[config.mk]
export PLATFORM = sky130hd
export DESIGN_NAME = program_loader
export DESIGN_NICKNAME = d
export VERILOG_FILES = /design/src/rtl/program_loader_pkg.sv /design/src/rtl/program_loader_word_assembler.sv /design/src/rtl/program_loader.sv
export SDC_FILE = /design/constraint.sdc
export NUM_CORES = 1
export LEC_CHECK = 0
export CAP_MARGIN = 20
export CORE_AREA = 4 4 71 66
export DETAILED_ROUTE_END_ITERATION = 10
export DIE_AREA = 0 0 75 70
export SLEW_MARGIN = 10
export SYNTH_ARGS = -nofsm -noshare
export SYNTH_HDL_FRONTEND = slang
export SYNTH_HIERARCHICAL = 1
export SYNTH_SLANG_ARGS = --single-unit
[constraint.sdc]
create_clock -name clk -period 2.78 [get_ports clk]
set_clock_uncertainty 0.15 [all_clocks]
set_input_delay 0.556 -clock clk [delete_from_list [all_inputs] [get_ports clk]]
set_output_delay 0.556 -clock clk [all_outputs]
set_load 0.03 [all_outputs]
[src/rtl/program_loader_pkg.sv]
// program_loader_pkg: shared widths and FSM state encoding for the program loader.
// Optional feature macro: PROGRAM_LOADER_CHECKSUM_EN adds the CKSUM state.
package program_loader_pkg;
  localparam int INST_W = 16;
  localparam int ADDR_W = 4;
  localparam int BYTE_W = 8;
  typedef enum logic [2:0] {
    IDLE  = 3'd0,
    HI    = 3'd1,
    LO    = 3'd2,
    WRITE = 3'd3,
`ifdef PROGRAM_LOADER_CHECKSUM_EN
    CKSUM = 3'd4,
`endif
    DONE  = 3'd5
  } state_t;
endpackage

[src/rtl/program_loader_word_assembler.sv]
// word_assembler: latches high then low byte and presents the assembled instruction word.
// Ports: clk, rst_n (sync, active-low), hi_en/lo_en byte strobes, byte_data in,
// wr_data out (updated only when the low byte lands, so it holds between writes).
module word_assembler
  import program_loader_pkg::*;
(
  input  logic              clk,
  input  logic              rst_n,
  input  logic              hi_en,
  input  logic              lo_en,
  input  logic [BYTE_W-1:0] byte_data,
  output logic [INST_W-1:0] wr_data
);
  logic [BYTE_W-1:0] hi_q;
  always_ff @(posedge clk) begin
    if (!rst_n) begin
      hi_q    <= '0;
      wr_data <= '0;
    end else begin
      if (hi_en) hi_q <= byte_data;
      if (lo_en) wr_data <= {hi_q, byte_data};
    end
  end
endmodule

[src/rtl/program_loader.sv]
// program_loader: loads NUM_WORDS 16-bit words from a byte stream into program memory.
// Ports: clk, rst_n (sync, active-low), load_start, byte_valid/byte_data/byte_ready
// handshake, wr_en/wr_addr/wr_data memory write port, cpu_hold, load_done, load_error.
// Optional feature macro: PROGRAM_LOADER_CHECKSUM_EN (trailing checksum byte, load_error).
module program_loader
  import program_loader_pkg::*;
#(
  parameter int NUM_WORDS = 16
) (
  input  logic              clk,
  input  logic              rst_n,
  input  logic              load_start,
  input  logic              byte_valid,
  input  logic [BYTE_W-1:0] byte_data,
  output logic              byte_ready,
  output logic              wr_en,
  output logic [ADDR_W-1:0] wr_addr,
  output logic [INST_W-1:0] wr_data,
  output logic              cpu_hold,
  output logic              load_done,
  output logic              load_error
);
  state_t            state, state_nx;
  logic [ADDR_W-1:0] cnt;
  logic [BYTE_W-1:0] sum;
  logic              xfer, last, start;
  assign xfer  = byte_valid & byte_ready;
  assign last  = cnt == ADDR_W'(NUM_WORDS - 1);
  assign start = state == IDLE && load_start;
  always_ff @(posedge clk) begin
    if (!rst_n) state <= IDLE;
    else state <= state_nx;
  end
  always_comb begin
    state_nx = state;
    case (state)
      IDLE:    state_nx = load_start ? HI : IDLE;
      HI:      state_nx = xfer ? LO : HI;
      LO:      state_nx = xfer ? WRITE : LO;
`ifdef PROGRAM_LOADER_CHECKSUM_EN
      WRITE:   state_nx = last ? CKSUM : HI;
      CKSUM:   state_nx = xfer ? DONE : CKSUM;
`else
      WRITE:   state_nx = last ? DONE : HI;
`endif
      DONE:    state_nx = IDLE;
      default: state_nx = IDLE;
    endcase
  end
  always_comb begin
`ifdef PROGRAM_LOADER_CHECKSUM_EN
    byte_ready = state inside {HI, LO, CKSUM};
`else
    byte_ready = state inside {HI, LO};
`endif
    wr_en     = state == WRITE;
    cpu_hold  = state != IDLE;
    load_done = state == DONE;
  end
  // wr_addr is captured with the low byte so it is valid during WRITE and holds afterwards
  always_ff @(posedge clk) begin
    if (!rst_n) begin
      cnt     <= '0;
      sum     <= '0;
      wr_addr <= '0;
    end else begin
      if (start) begin
        cnt <= '0;
        sum <= '0;
      end
      if (xfer && (state == HI || state == LO)) sum <= sum + byte_data;
      if (xfer && state == LO) wr_addr <= cnt;
      if (state == WRITE && !last) cnt <= cnt + 1'b1;
    end
  end
  word_assembler u_asm (
    .clk      (clk),
    .rst_n    (rst_n),
    .hi_en    (xfer && state == HI),
    .lo_en    (xfer && state == LO),
    .byte_data(byte_data),
    .wr_data  (wr_data)
  );
`ifdef PROGRAM_LOADER_CHECKSUM_EN
  logic [BYTE_W-1:0] ck;
  assign ck = sum + byte_data;
  always_ff @(posedge clk) begin
    if (!rst_n || start) load_error <= 1'b0;
    else if (state == CKSUM && xfer) load_error <= ck != '0;
  end
`else
  assign load_error = 1'b0;
`endif
endmodule

==> results of run 1 <==
area by class of cell:
type,instances,share of cell area [%]
multi-input combinational,95,36.0
tap,48,3.06
timing repair buffer,38,19.6
clock buffer,8,5.09
inverter,3,0.573
sequential,35,35.6
state kept, by name, indices dropped and copies added (netlist names):
register / count
cnt: 4
state: 3
u_asm/hi_q: 8
u_asm/wr_data: 16
wr_addr: 4
worst reg2reg max path: stages, from the launching register on:
cell	delay, ns
dfxtp_1	0.49
and4bb_2	0.45
buf_12	0.21
mux2i_1	0.23
nor2b_1	0.06
metrics by stage:
stage               hold WS (ns)  setup slack [ns]  power (uW)  cells
floorplan                  0.331             0.799         608    141
global placement           0.331             0.469         645    219
detailed placement         0.345             0.445         647    219
CTS                        0.360             0.131        1040    227
global route               0.368            0.0377        1070    227
finish                     0.357             0.139        1030    227
synthesized netlist by cell type:
library cell	instances
dfxtp_1	35
mux2i_1	28
nor2b_1	25
nor2_1	7
a21oi_1	6
nand3_1	4
buf_4	3
nand2_1	3
buf_6	2
clkbuf_1	2
inv_1	2
o211ai_1	2
o21ai_0	2
or3_1	2
a211oi_1	1
a31oi_1	1
and3_1	1
and4bb_2	1
buf_12	1
clkinv_1	1
conb_1	1
ha_1	1
nand2b_1	1
nand3b_1	1
nand3b_4	1
nand4_1	1
o211ai_2	1
o21a_1	1
or2b_1	1
or2b_2	1
or3_2	1
or4b_4	1
cells in the final DEF (no fill, tap or decap):
cell type / Yosys / final
a211oi_1: 1 / 1
a21oi_1: 6 / 6
a31oi_1: 1 / 1
and3_1: 1 / 1
and4bb_2: 1 / 1
buf_12: 1 / 1
buf_4: 3 / 2
clkbuf_1: 2 / 1
clkbuf_8: 0 / 7
clkdlybuf4s50_1: 0 / 35
clkinv_1: 1 / 1
conb_1: 1 / 1
dfxtp_1: 35 / 35
ha_1: 1 / 1
inv_1: 2 / 2
mux2i_1: 28 / 28
nand2_1: 3 / 3
nand2b_1: 1 / 1
nand3_1: 4 / 4
nand3b_1: 1 / 1
nand3b_4: 1 / 1
nand4_1: 1 / 1
nor2_1: 7 / 7
nor2b_1: 25 / 25
o211ai_1: 2 / 2
o211ai_2: 1 / 1
o21a_1: 1 / 1
o21ai_0: 2 / 2
or2b_1: 1 / 1
or2b_2: 1 / 1
or3_1: 2 / 2
or3_2: 1 / 1
or4b_4: 1 / 1
power by group through the flow:
stage | combinational, uW | clock (uW) | sequential [uW]
2_1_floorplan | 72.0 | 0 | 536
3_3_place_gp | 111 | 0 | 533
3_5_place_dp | 113 | 0 | 534
4_1_cts | 113 | 408 | 523
5_1_grt | 121 | 426 | 524
6_report | 112 | 391 | 523
final timing paths:
kind / slack [ns] / end / startpoint
setup / recovery: 0.14 / byte_ready / state[1]
hold / removal: 0.36 / wr_addr[2] / wr_addr[2]
setup reg to reg: 1.09 / u_asm/wr_data[11] / state[1]
hold reg to reg: 0.36 / wr_addr[2] / wr_addr[2]
per-layer routing:
layer  wire (um)  GRT usage, %
met5           0             0
met3         176          3.45
met4          44          6.32
met1        1360          14.0
met2        1350          17.6
cell families after synthesis:
logic type	share of synthesized area, %
other	0.251
multiplexers	18.8
AND/OR/NAND/NOR	21.6
adder cells (fa/ha/maj)	0.838
buffers and inverters	5.62
flip-flops	46.9
AO/OA/AOI/OAI	5.95
==> qor.yml, run 1 <==
clock_network:
  ctsHtreeMaxLevel: 2
  cts_tree: "done"
  cts.path.max_buffers: 2
  clk_latency_ns: 0.27
  cts_setup_buffers: 0
  cts_resized: 0
  ctsRootBufferMaster: "clkbuf_8"
  cts_hold_buf: 0
  cts.clk_slew.worst_paths_ns: 0.06
  cts.sinks: 35
  cts_buffers: 5
route:
  wl_um: 2930
  vias_per_cell: 4.86
  postRouteAntennaNets: 0
  drtIter0Drc: 37
  dr.pass1.iters: 4
  vias: 1104
  drc: 0
  wire_per_inst_um: 12.9
grt:
  grt_max_degree: 28
  grt_pass1_wl_um: 4620
  grt.overflow.total: 0
  grt_pass1_vias: 1046
  antenna_found_initial: 0
  grt_use_total_pct: 11.5
finish:
  area_growth_pct: 31.7
  multi_input_area_sq_um: 708
  drive_gt1_share_pct: 8.94
  final_util_pct: 49.2
  fill_cells: 364
  antenna_cells: 0
  final_area_sq_um: 1970
  nNetsFinal: 191
  seq_area_sq_um: 701
timing:
  hold_viol_final: 0
  setup_tns_ns: 0
  rsz0062_at_grt: "no"
  timing.fmax_mhz: 379
  setup_viol: 0
  period_needed_ns: 2.64
  period_share_pct: 95.0
  drv_slew: 0
die:
  die_w_um: 75
  initial_core_util_pct: 37.4
  die_y_um: 70
  fp.coreArea_sq_um: 3990
  rows: 22
  num_io_pins: 37
  die_area_sq_um: 5250
power:
  p_switching_uw: 229
  ir_drop_mv: 0.237
  power.share.combinational_pct: 10.9
  internal_power_uw: 797
  clockPowerShare_pct: 38.1
  p_sw_share_pct: 22.3
  power.leakage_uw: 0.000668
  pwr_density_cell_nw_per_um2: 522
  seqPwrFrac_pct: 51.0
logic_synthesis:
  syn_inst: 141
  synth_area_leader_cell: "dfxtp_1"
  ys_ff_latch: 35
  yosysWarnings: 6
  synth_top_area_share_pct: 46.9
  avgSynthCellArea_sq_um: 10.6
  ys_seq_area_share_pct: 46.9
  syn_nets: 154
  synth_cell_types: 32
  synth_area_leaders: "dfxtp_1 47%, mux2i_1 19%, nor2b_1 10%"
  syn_area_sq_um: 1490
setup_path:
  cp.required_ns: 2.07
  crit_arrival_ns: 1.93
  crit_path_top_delay_cell: "clkdlybuf4s50_1"
  cp_num_buf_inv: 1
  critPathLaunchType: "flip-flop"
  cpLargestDelayFamily: "buffers and inverters"
  cp_cell_sequence: "or2b_2 > a21oi_1 > clkdlybuf4s50_1"
  critPathKind: "reg2out"
  cp-end-kind: "primary output"
  r2r_cells: 4
  path_max_fanout: 9
  cpPeakStageDelay_ns: 0.68
  cp.depth: 3
place:
  place_area_sq_um: 1870
  gp_congestion: 0.688
  hpwlAfterDp_um: 2060
  io_buffers: 35
run_status:
  status: "finished clean"
job:
  max_cap_viol_count: 0
worst_hold_path:
  min_path_type: "reg2reg"
  min_path_cells: 2
No activity file was read; power rests on OpenSTA's default activity.
==> inputs of run 2 (changes only) <==
--- a/config.mk
+++ b/config.mk
@@ -7,6 +7,7 @@
 export LEC_CHECK = 0
 export CAP_MARGIN = 20
 export CORE_AREA = 4 4 71 66
+export CTS_CLUSTER_DIAMETER = 50
 export DETAILED_ROUTE_END_ITERATION = 10
 export DIE_AREA = 0 0 75 70
 export SLEW_MARGIN = 10
==> results of run 2 <==
Final layout, timing and power as in run 1 (identical DEF).
==> inputs of run 3 (changes only) <==
--- a/config.mk
+++ b/config.mk
@@ -10,6 +10,7 @@
 export CTS_CLUSTER_DIAMETER = 50
 export DETAILED_ROUTE_END_ITERATION = 10
 export DIE_AREA = 0 0 75 70
+export GPL_ROUTABILITY_DRIVEN = 0
 export SLEW_MARGIN = 10
 export SYNTH_ARGS = -nofsm -noshare
 export SYNTH_HDL_FRONTEND = slang
==> results of run 3 <==
Final layout, timing and power as in run 1 (identical DEF).
